==> config.mk <==
export PLATFORM = sky130hd
export DESIGN_NAME = mmio_io_regs
export DESIGN_NICKNAME = d
export VERILOG_FILES = /design/src/rtl/mmio_io_regs.sv
export SDC_FILE = /design/constraint.sdc
export NUM_CORES = 1
export LEC_CHECK = 0
export ABC_AREA = 1
export BUFFER_PORTS_ARGS = -buffer_cell sky130_fd_sc_hd__buf_2
export CAP_MARGIN = 30
export CORE_MARGIN = 3
export CORE_UTILIZATION = 33
export DETAILED_ROUTE_END_ITERATION = 10
export PLACE_DENSITY = 0.58
export SYNTH_ARGS = -nofsm -noshare
export SYNTH_HDL_FRONTEND = slang
export SYNTH_SLANG_ARGS = --single-unit
==> constraint.sdc <==
create_clock -name clk -period 1.8 [get_ports clk]
set_input_delay 0.36 -clock clk [delete_from_list [all_inputs] [get_ports clk]]
set_output_delay 0.36 -clock clk [all_outputs]
set_load 0.02 [all_outputs]
==> src/rtl/mmio_io_regs.sv <==
// rtl/mmio_io_regs.sv - CPU-facing sprite coordinate and button status registers
// Shadow coordinates commit to the VGA side on frame_tick; buttons are synced, debounced, edge-latched.
module mmio_io_regs #(
  parameter int WIDTH           = 16,
  parameter int MX              = 6000,
  parameter int MY              = 6004,
  parameter int P1X             = 6008,
  parameter int P1Y             = 6012,
  parameter int P2X             = 6016,
  parameter int P2Y             = 6020,
  parameter int BTN             = 6024,
  parameter int DEBOUNCE_CYCLES = 500000,
  parameter int DB_BITS         = 20
) (
  input  logic             clk,
  input  logic             reset,
  input  logic [WIDTH-1:0] mem_address,
  input  logic [WIDTH-1:0] data_to_mem_store,
  input  logic             write_to_memory,
  input  logic             reading_for_load,
  input  logic             frame_tick,
  input  logic             start,
  input  logic             left,
  input  logic             right,
  output logic [WIDTH-1:0] rd_data,
  output logic             rd_valid,
  output logic             hit,
  output logic [WIDTH-1:0] mx,
  output logic [WIDTH-1:0] my,
  output logic [WIDTH-1:0] p1x,
  output logic [WIDTH-1:0] p1y,
  output logic [WIDTH-1:0] p2x,
  output logic [WIDTH-1:0] p2y
);

  localparam logic [WIDTH-1:0]   A_MX    = WIDTH'(MX);
  localparam logic [WIDTH-1:0]   A_MY    = WIDTH'(MY);
  localparam logic [WIDTH-1:0]   A_P1X   = WIDTH'(P1X);
  localparam logic [WIDTH-1:0]   A_P1Y   = WIDTH'(P1Y);
  localparam logic [WIDTH-1:0]   A_P2X   = WIDTH'(P2X);
  localparam logic [WIDTH-1:0]   A_P2Y   = WIDTH'(P2Y);
  localparam logic [WIDTH-1:0]   A_BTN   = WIDTH'(BTN);
  localparam logic [DB_BITS-1:0] DB_LAST = DB_BITS'(DEBOUNCE_CYCLES - 1);

  logic [5:0][WIDTH-1:0]   shadow;
  logic [5:0][WIDTH-1:0]   active;
  logic [2:0]              sel_idx;
  logic                    coord_hit;
  logic                    btn_hit;
  logic                    do_load;
  logic [2:0]              btn_raw;
  logic [2:0]              sync1;
  logic [2:0]              sync2;
  logic [2:0]              db;
  logic [2:0]              sticky;
  logic [2:0]              clr;
  logic [2:0][DB_BITS-1:0] cnt;
  logic [WIDTH-1:0]        btn_word;

  always_comb begin
    coord_hit = 1'b1;
    sel_idx   = 3'd0;
    case (mem_address)
      A_MX:    sel_idx = 3'd0;
      A_MY:    sel_idx = 3'd1;
      A_P1X:   sel_idx = 3'd2;
      A_P1Y:   sel_idx = 3'd3;
      A_P2X:   sel_idx = 3'd4;
      A_P2Y:   sel_idx = 3'd5;
      default: coord_hit = 1'b0;
    endcase
  end

  assign btn_hit  = (mem_address == A_BTN);
  assign hit      = coord_hit | btn_hit;
  // A store in the same cycle as a load suppresses the response entirely.
  assign do_load  = reading_for_load & hit & ~write_to_memory;
  assign btn_raw  = {start, left, right};
  assign clr      = (write_to_memory & btn_hit) ? data_to_mem_store[5:3] : 3'b000;
  assign btn_word = {{(WIDTH-6){1'b0}}, sticky, db};

  always_ff @(posedge clk) begin
    if (reset) begin
      shadow   <= '0;
      active   <= '0;
      rd_data  <= '0;
      rd_valid <= 1'b0;
    end else begin
      // Non-blocking read of shadow means a coincident store commits one frame later.
      if (frame_tick) begin
        active <= shadow;
      end
      if (write_to_memory && coord_hit) begin
        shadow[sel_idx] <= data_to_mem_store;
      end
      rd_valid <= do_load;
      if (do_load) begin
        rd_data <= coord_hit ? shadow[sel_idx] : btn_word;
      end
    end
  end

  always_ff @(posedge clk) begin
    if (reset) begin
      sync1  <= '0;
      sync2  <= '0;
      db     <= '0;
      sticky <= '0;
      cnt    <= '0;
    end else begin
      sync1 <= btn_raw;
      sync2 <= sync1;
      for (int i = 0; i < 3; i++) begin
        if (sync2[i] == db[i]) begin
          cnt[i]    <= '0;
          sticky[i] <= sticky[i] & ~clr[i];
        end else if (cnt[i] == DB_LAST) begin
          cnt[i]    <= '0;
          db[i]     <= ~db[i];
          // A rising debounced edge outranks a simultaneous clear.
          sticky[i] <= ~db[i] | (sticky[i] & ~clr[i]);
        end else begin
          cnt[i]    <= cnt[i] + DB_BITS'(1);
          sticky[i] <= sticky[i] & ~clr[i];
        end
      end
    end
  end

  assign mx  = active[0];
  assign my  = active[1];
  assign p1x = active[2];
  assign p1y = active[3];
  assign p2x = active[4];
  assign p2y = active[5];

endmodule

After elaboration in Yosys (flattened, before gate mapping):

Index checks and enable logic that the tools add are counted.

* register bits after elaboration: 281
* input port bits: 40
* output and inout bits: 114
* logic and storage cells: 85

* add/subtract/negate cells: 3
* $lt $le $gt $ge: 2
* equal/unequal tests: 13
* multiplexer cells: 15
* bitwise operators: 20
* reduce and logical (&&, ||, !) cells: 9

Operator list (count)
* $eq A16 B13 Y1 const B: 7
* $bwmux W96: 1
* $add A20 B1 Y20 const B: 3
* $eq A20 B19 Y1 const B: 3
* $bmux W16 S3: 1
* $demux W16 S3: 1
* $mux W16: 3
* $pmux W3 S5: 1
* $not A1 Y1: 10
* $reduce_or A3 Y1: 3
* $mux W1: 7
* $and A1 B1 Y1: 6
* $reduce_and A2 Y1: 3
* $reduce_or A6 Y1: 1
* $lt A3 B4 Y1 const B: 1
* $or A1 B1 Y1: 4
* $eq A1 B1 Y1: 3
* $ge A3 B1 Y1 const B: 1
* $mux W3: 1
* $logic_and A1 B1 Y1: 2

Longest topological paths before layout:

Gate-level depths: netlist of the first run.

* depth in word-level cells: 8
* depth in mapped cells: 14
* mapped depth without buffers: 13

Least setup slack after synthesis of the first run:

No wires, ideal clock.

* kind: in2reg
* from: input port mem_address[1]
* to: register rd_data[3]
* arrival time: 1772 ps
* setup slack: -43 ps
* cell stages on the path: 12
* path buffers: 1
* cell sequence: nor2_2 > inv_2 > nor2_1 > nand3_4 > nand2_4 > inv_2 > nand2_1 > nand3_2 > buf_2 > nor2_1 > nand2_1 > a21oi_1

* word-level cells in the longest chain between the ends: 6
* elaborated cells between the ends (all ways): 16
* classes of those cells: eq/ne: 7; mux: 5; bitwise: 3; reduce/logical: 1

Ends and longest elaborated chain
* from (decl): line 17 `input logic [WIDTH-1:0] mem_address,`
* $eq A16 B13 Y1: line 63 `case (mem_address)`
* $reduce_or A6 Y1 (no source line)
* $mux W1: line 63
* $or A1 B1 Y1 (*): line 75 `assign hit = coord_hit | btn_hit;`
* net hit: line 27 `output logic hit,`
* $and A1 B1 Y1 (*) (2 in series): line 77 `assign do_load = reading_for_load & hit & ~write_to_memory;`
* to (signal assigned): line 98 `rd_data <= coord_hit ? shadow[sel_idx] : btn_word;`
* to (decl): line 25 `output logic [WIDTH-1:0] rd_data,`

The timed path passes the listed nets; every way through them passes the cells marked *. The select of a mux whose other input is x is not followed.
A chain may end at the register's enable or synchronous reset.

Worst setup path after layout of the first run:

* from: input port mem_address[15]
* to: output port hit

* word-level cells in the longest chain between the ends: 4
* elaborated cells between the ends (all ways): 10
* classes of those cells: eq/ne: 7; mux: 1; bitwise: 1; reduce/logical: 1

Ends and longest elaborated chain (line)
* $eq A16 B13 Y1: 63
* $reduce_or A6 Y1 (no source line)
* $mux W1: 63
* $or A1 B1 Y1 (*): 75
* to (decl): 27

Mark *: on every way between the ends. The rest lies on a longest branch, timed or not.

==> results of run 1 <==
power breakdown:
group | leakage, nW | internal, mW | switching (mW)
clock network | 0.512 | 4.12 | 2.59
registers | 2.29 | 6.33 | 0.0570
logic | 3.17 | 0.228 | 0.513
total | 5.97 | 10.7 | 3.16
flip-flops by register name (all words and copies together), names as in the netlist:
name / count
p2y: 16
shadow: 96
rd_data: 16
mx: 16
p1y: 16
p2x: 16
sticky: 3
db: 3
my: 16
cnt: 60
rd_valid: 1
sync1: 3
p1x: 16
sync2: 3
Yosys cell counts, drive strengths merged:
library cell and instances:
nand2 134, inv 183, xnor2 5, xor2 12, nor4 12, o31ai 6
o21ai 192, or3 1, nor2 182, nand4 18, ha 3, clkbuf 61
nor3 20, nand3 63, o21bai 1, and3 3, or2 5, nor3b 8
a211oi 48, buf 22, a21oi 202, dfxtp 281, o21a 5, nand3b 2
routing by layer:
metal  global-route usage [%]  part of all wire, %  up-vias
li1                         -                    -     5330
met3                    3.008                  5.8       60
met4                    5.617                  3.1        2
met5                        0                0.023        -
met2                    28.94                   43      282
met1                    26.68                   48     4916
worst reg2reg max path: cells and delay by family, from the launching register on:
kind,cells,cell delay [ns]
buf+inv,2,0.16
flops,1,0.35
compound gates,1,0.13
simple gates,8,1.04
path summary, 6_finish.rpt:
check	startpoint	end	slack (ns)	cells after the start
worst min register to register	sync1[2]$_SDFF_PP0_	sync2[2]$_SDFF_PP0_	0.39	2
worst min-delay path	left	sync1[1]$_SDFF_PP0_	0.02	3
worst max register to register	cnt[0]$_SDFF_PP0_	cnt[19]$_SDFF_PP0_	0.07	11
worst max-delay path	mem_address[15]	hit	0.02	7
metrics by stage:
step                      setup WS [ns]  hold WS (ns)  util [%]  setup TNS (ns)  instance area (sq um)
after detailed placement        -0.2976        0.3955     39.32          -19.86                  13250
after floorplan                 0.04173        0.3883         -               0                  11330
after global placement          -0.3048        0.3920     39.32          -19.41                  13250
after CTS                      -0.01125       0.01605     43.12        -0.01525                  14530
after global routing           -0.07042       0.02679     43.91         -0.2400                  14800
final                           0.01990       0.02293     43.91               0                  14800
repair_timing:
item,CTS,global route
pin swaps,15,27
setup buffers,13,9
endpoints found under the setup margin,30,47
resized for setup,35,55
cells by family after synthesis:
kind of cell | count (synthesis) | synth area share [%]
xor gates and xnor gates | 17 | 1.315
DFF | 281 | 49.67
buffers and inverters | 266 | 9.170
AOI/OAI and AO/OA | 454 | 21.39
and+or+nand+nor | 448 | 18.12
adders and majority gates | 3 | 0.3315
layout make-up:
type | count | area (sq um) | area share (%)
Clock buffer | 40 | 839.6 | 5.673
Clock inverter | 14 | 234.0 | 1.581
Inverter | 183 | 688.2 | 4.650
Multi-Input combinational cell | 922 | 4962 | 33.53
Sequential cell | 281 | 5635 | 38.08
Tap cell | 448 | 560.5 | 3.788
Timing Repair Buffer | 274 | 1878 | 12.69
==> impl_metrics.toml, run 1 <==
[logic_synthesis]
ys_seq_elements = 281
syn_inst = 1469
synthTopCellsByArea = "dfxtp_1, a21oi_1, o21ai_0"
syn_nets = 1512
yosysSeqAreaShare_pct = 49.67
yosysWarnings = 0
synth_top_cell_area_share_pct = 49.67
syn_area_per_cell_sq_um = 7.709
synth_cell_types = 41
netlist_area_sq_mm = 0.01132
yosysTopAreaCell = "dfxtp_1"

[clock_tree]
htree_levels = 1
cts_buffers = 30
clk_pin_slew_worst_paths_ns = 0.06
cts-root-buf = "clkbuf_16"
cts_hold_buffers = 0
cts_tree = "built"
cts_buffer_depth = 3
insertion_delay_ns = 0.56
clkSinkCount = 281

[sta]
rsz0062_at_grt = "yes"
period_share_pct = 98.89
worst_slew_pin_slew_ns = 0.4600
max_freq_mhz = 561.8
period_minus_slack_ns = 1.780
finalHoldViolations = 0
relSlewSlack_pct = 69.05
report.final.slew_viol_count = 0
fin_skew_ns = 0.02377
setup_viol = 0

[hold_path]
worstHoldPathType = "in -> reg"

[critical_path]
cp_common_cell = "nand2_2"
path_class = "in -> out"
worstPathArrival_ns = 1.42
crit_required_ns = 1.44
cp-start-kind = "input port"
end_kind = "output pin"
crit_buf_inv = 2
cp_slowest_cell = "nand4_1"
path_max_fanout = 4
cp_top_family = "simple AND/OR/NAND/NOR gates"
critPathMaxStageDelay_ns = 0.25
path_cells = "buf_2 > nor2_1 > nand2_2 > nor2_8 > nand4_1 > nand2_2 > buf_6"

[global_route]
grt_pass1_vias = 9935
grt_pass1_wl_um = 54450
track_usage_pct = 18.67
overflow = 0
antenna_found_initial = 1
grt_max_degree = 109

[cells_and_area]
final_cell_mix = "dfxtp_1, a21oi_1, inv_1, nor2_1, o21ai_0"
fillers = 3387
nets = 1735
drive_gt1_share_pct = 24.15
stdcell_count = 2162
n_antenna_cell = 0
area_growth_syn_to_layout_pct = 30.67
final_common_cell = "dfxtp_1"

[power]
p_leak_nw = 5.969
power.total_mw = 13.85
power.density_mw_per_mm2 = 935.7
vdd_drop_max_mv = 0.7773

[placed_design]
dp_cells = 2088
dpl.hpwl_um = 25990
gp_congestion = 0.9185
io_buffers = 153

[floorplan]
coreArea_sq_mm = 0.03370
rows = 67
die_y_um = 191.3
pin_count = 154
start_util_pct = 33.60
die_w_um = 191.3
dieArea_sq_mm = 0.03658

[route]
ant_nets = 0
drc_errors = 0
routed_wirelength_um = 35410
routed_via_density = 4.898
routedWlPerCell_um = 16.38
drt_iter0_drc = 883
firstDrtPassIters = 6
num_vias = 10590

[outcome]
status = "finished clean"

[run]
drv_cap = 0
Power figures use the tool's default switching activity.
==> run 2, diff against run 1 <==
- CORE_MARGIN: 3 -> not set
- CTS_BUF_LIST: not set -> sky130_fd_sc_hd__clkbuf_16
- REMOVE_ABC_BUFFERS: not set -> 1
==> impl_metrics.toml, run 2 (synthesis results as in run 1) <==
[outcome]
status = "finished clean"

[floorplan]
die_w_um = 187.3
start_util_pct = 33.69
rows = 67
die_y_um = 187.3
pin_count = 154
dieArea_sq_mm = 0.03506
coreArea_sq_mm = 0.03362

[sta]
period_share_pct = 98.75
relSlewSlack_pct = 60.80
setup_viol = 0
rsz0062_at_grt = "yes"
worst_slew_pin_slew_ns = 0.5826
period_minus_slack_ns = 1.777
fin_skew_ns = 0.01037
max_freq_mhz = 562.6
whs_ns = 0.01860
report.final.slew_viol_count = 0
finalHoldViolations = 0

[critical_path]
end_kind = "register"
critical_path.startpoint = "cnt[0]$_SDFF_PP0_"
worstPathArrival_ns = 2.23
path_class = "reg -> reg"
cp-start-kind = "register"
crit_required_ns = 2.25
reg2reg_from = "cnt[0]$_SDFF_PP0_"
path_max_fanout = 3

[hold_path]
worstHoldPathType = "in -> reg"
hold_start = "right"

[cells_and_area]
nets = 1737
final_util_pct = 43.88
top_regs = "shadow: 96 flops, cnt: 60 flops"
stdcell_count = 2166
largest-register = "shadow"
largest_reg_flops = 96
drive_gt1_share_pct = 23.88
final_common_cell = "dfxtp_1"
area_growth_syn_to_layout_pct = 30.26
final_cell_mix = "dfxtp_1, a21oi_1, inv_1, o21ai_0, nor2_1"

[route]
drc_errors = 0
firstDrtPassIters = 5
routedWlPerCell_um = 15.54
routed_wirelength_um = 33650
ant_nets = 0
drt_iter0_drc = 788
num_vias = 10423
routed_via_density = 4.812

[clock_tree]
cts_tree = "built"
insertion_delay_ns = 0.56
cts_hold_buffers = 0
clkSinkCount = 281
cts_buffer_depth = 3
cts-root-buf = "clkbuf_16"
clk_pin_slew_worst_paths_ns = 0.06
cts_buffers = 31
htree_levels = 1

[global_route]
grt_max_degree = 75
grt_pass1_wl_um = 52470
overflow = 0
track_usage_pct = 18.64
antenna_found_initial = 2
grt_pass1_vias = 9613

[power]
p_leak_nw = 5.978
power.density_mw_per_mm2 = 936.5
vdd_drop_max_mv = 0.6806

[placed_design]
gp_congestion = 0.8536
dp_cells = 2093
io_buffers = 153
dpl.hpwl_um = 23870

[run]
drv_cap = 0
==> run 2: critical path: stages, from the launching register on <==
cell     delay (ns)
dfxtp_4        0.36
ha_4           0.16
nand2_4        0.06
nor2_4         0.04
inv_2          0.08
nor2_4         0.04
buf_4          0.13
buf_4          0.12
buf_4          0.12
buf_4          0.12
buf_4          0.12
buf_4          0.13
a21oi_2        0.12
nor3_1         0.06
==> run 2: per-layer routing <==
| metal | track usage [%] | share of wire, % | vias to the layer above |
|---|---|---|---|
| met2 | 30.54 | 46 | 271 |
| li1 | - | - | 5351 |
| met4 | 5.769 | 2.6 | 2 |
| met5 | 0 | 0.039 | - |
| met3 | 3.696 | 5.8 | 58 |
| met1 | 24.57 | 45 | 4741 |
==> run 2: path summary, 6_finish.rpt <==
| check | slack (ns) | cells past startpoint | to |
|---|---|---|---|
| setup reg to reg | 0.02 | 13 | cnt[6]$_SDFF_PP0_ |
| setup / recovery | 0.02 | 13 | cnt[6]$_SDFF_PP0_ |
| hold reg to reg | 0.41 | 2 | sync2[1]$_SDFF_PP0_ |
| hold / removal | 0.02 | 3 | sync1[0]$_SDFF_PP0_ |
==> run 2: power by group <==
part           switching, mW  internal (mW)  total [mW]
Clock                   2.58           4.11        6.70
Combinational          0.499          0.229       0.729
Sequential            0.0569           6.33        6.39
==> run 2: layout make-up <==
cell class              instances  area [sq um]
inverters                     183         689.4
clock inverters                25         297.8
fillers                      3367         18860
diodes                          1         2.502
well taps                     448         560.5
repair buffers                275          1844
flip-flops and latches        281          5638
clock buffers                  31         775.7
multi-input cells             922          4943
==> run 2: timing repair <==
action | CTS | global route
endpoints found under the setup margin | 30 | 47
pin swaps | 13 | 20
buffers inserted | 15 | 2
gates resized for setup | 29 | 52
==> run 2: per-stage QoR <==
| stage | power (mW) | setup TNS [ns] | area (sq um) | setup slack [ns] |
|---|---|---|---|---|
| after floorplan | 6.844 | -143.00 | 10970 | -1.413 |
| after global placement | 7.247 | -20.71 | 13260 | -0.2706 |
| after detailed placement | 7.252 | -27.13 | 13260 | -0.3096 |
| after CTS | 13.96 | -0.01597 | 14550 | -0.01073 |
| after global routing | 14.28 | -0.08828 | 14750 | -0.03730 |
| final | 13.81 | 0 | 14750 | 0.02250 |
==> run 3, diff against run 2 <==
- CORE_UTILIZATION: 33 -> 40
- PLACE_DENSITY: 0.58 -> 0.67
==> impl_metrics.toml, run 3 (synthesis results as in run 1) <==
[outcome]
status = "finished clean"

[critical_path]
crit_required_ns = 2.28
cp-start-kind = "register"
worstPathArrival_ns = 2.21
ff2ff_setup_slack_ns = 0.07
path_max_fanout = 3
ff2ff_path_depth = 11
path_class = "reg -> reg"
end_kind = "register"
timing.rr.end = "cnt[19]$_SDFF_PP0_"
reg2reg_from = "cnt[0]$_SDFF_PP0_"

[clock_tree]
insertion_delay_ns = 0.55
cts_tree = "built"
cts_buffer_depth = 3
cts-root-buf = "clkbuf_16"
cts_buffers = 29
cts_hold_buffers = 0
clkSinkCount = 281
clk_pin_slew_worst_paths_ns = 0.06
htree_levels = 1

[route]
routed_wirelength_um = 31930
routed_via_density = 5.066
ant_nets = 0
drc_errors = 0
routedWlPerCell_um = 15.26
num_vias = 10598
drt_iter0_drc = 883
firstDrtPassIters = 5

[global_route]
track_usage_pct = 21.39
grt_pass1_vias = 9508
grt_max_degree = 83
overflow = 0
antenna_found_initial = 2
grt_pass1_wl_um = 49410

[power]
swShare_pct = 22.33
p_switching_mw = 3.011
pwr-share-seq_pct = 47.4
power.density_mw_per_mm2 = 928.4
internal_power_mw = 10.48
p_leak_nw = 5.892
p_comb_share_pct = 5.4
clockPowerShare_pct = 47.2
vdd_drop_max_mv = 0.8519

[sta]
rsz0062_at_grt = "yes"
relSlewSlack_pct = 62.19
worst_slew_pin_slew_ns = 0.5671
period_minus_slack_ns = 1.735
fin_skew_ns = 0.01488
setup_viol = 0
tns_ns = 0
period_share_pct = 96.37
report.final.slew_viol_count = 0
finalHoldViolations = 0
max_freq_mhz = 576.5

[cells_and_area]
drive_gt1_share_pct = 23.66
top_regs = "shadow: 96 flops, cnt: 60 flops"
final_cell_mix = "dfxtp_1, a21oi_1, inv_1, o21ai_0, nor2_1"
largest_reg_flops = 96
area_growth_syn_to_layout_pct = 28.28
nets = 1733
fillers = 2600
largest-register = "shadow"
final_common_cell = "dfxtp_1"
final_util_pct = 52.29
stdcell_count = 2092

[placed_design]
io_buffers = 153
dpl.hpwl_um = 22500
dp_cells = 2022
gp_congestion = 0.8837

[hold_path]
worstHoldPathType = "in -> reg"
hold_depth = 3
whs_endpoint = "sync1[2]$_SDFF_PP0_"
hold_start = "start"

[floorplan]
dieArea_sq_mm = 0.02899
die_w_um = 170.3
coreArea_sq_mm = 0.02778
rows = 61
die_y_um = 170.3
start_util_pct = 40.76
pin_count = 154

[run]
drv_cap = 0
## run 3: how the worst max path moves through the flow
stage | end | cells past startpoint | slack, ns | start
3_3_place_gp | rd_data[4]$_SDFFE_PP0P_ | 13 | -0.21 | mem_address[1]
2_1_floorplan | cnt[8]$_SDFF_PP0_ | 4 | -1.41 | reset
4_1_cts | hit | 10 | -0.003 | mem_address[11]
5_1_grt | cnt[16]$_SDFF_PP0_ | 10 | -0.05 | cnt[1]$_SDFF_PP0_
6_report | cnt[19]$_SDFF_PP0_ | 11 | 0.07 | cnt[0]$_SDFF_PP0_
3_5_place_dp | shadow[39]$_SDFFE_PP0P_ | 11 | -0.27 | mem_address[1]
## run 3: area by class of cell
cell class                 count  area [sq um]  share of cell area, %
antenna                        2         5.005                0.03445
clock buffer                  29         725.7                  4.995
clock inverter                24         289.0                  1.989
inverter                     183         688.2                  4.737
multi-input combinational    922          4940                  34.00
sequential                   281          5633                  38.77
tap                          378         473.0                  3.256
timing repair buffer         273          1774                  12.21
## run 3: critical path, stage by stage (launching register included)
cell and delay [ns]:
dfxtp_2 0.34, buf_4 0.11, and3_4 0.18, nand3_2 0.11, nor2_4 0.12, nand2_2 0.08, nor2_4 0.12, inv_1 0.07
nor2_2 0.14, nand2_1 0.08, or2_0 0.20, a21oi_1 0.11
## run 3: metal layers
layer | global-route usage, % | vias to the layer above | share of wire [%]
li1 | - | 5351 | -
met1 | 28.90 | 4900 | 44
met2 | 35.10 | 297 | 47
met3 | 3.581 | 50 | 6.5
met4 | 5.797 | 0 | 2.3
met5 | 0 | - | 0
## run 3: power by group through the flow
stage          clock network (mW)  registers (mW)  logic (mW)
6_report                     6.37            6.39       0.727
5_1_grt                      6.73            6.40       0.794
4_1_cts                      6.46            6.39       0.718
3_5_place_dp                    0            6.53       0.707
3_3_place_gp                    0            6.52       0.700
2_1_floorplan                   0            6.65       0.194
## run 3: repair_timing
item / 4_1_cts / 5_1_grt
hold endpoints to repair: 0 / 0
resized for setup: 20 / 63
pin swaps: 9 / 24
gates cloned: 0 / 0
buffers inserted: 4 / 13
endpoints found under the setup margin: 33 / 43
## run 3: stage by stage
step | power (mW) | hold WS, ns | setup WS, ns | instance area (sq um)
CTS | 13.57 | 0.01333 | -0.003069 | 14200
global placement | 7.223 | 0.3958 | -0.2122 | 13090
floorplan | 6.844 | 0.3883 | -1.413 | 10970
detailed placement | 7.232 | 0.3969 | -0.2728 | 13090
global route | 13.92 | 0.05317 | -0.05046 | 14530
finish | 13.49 | 0.02955 | 0.06542 | 14530
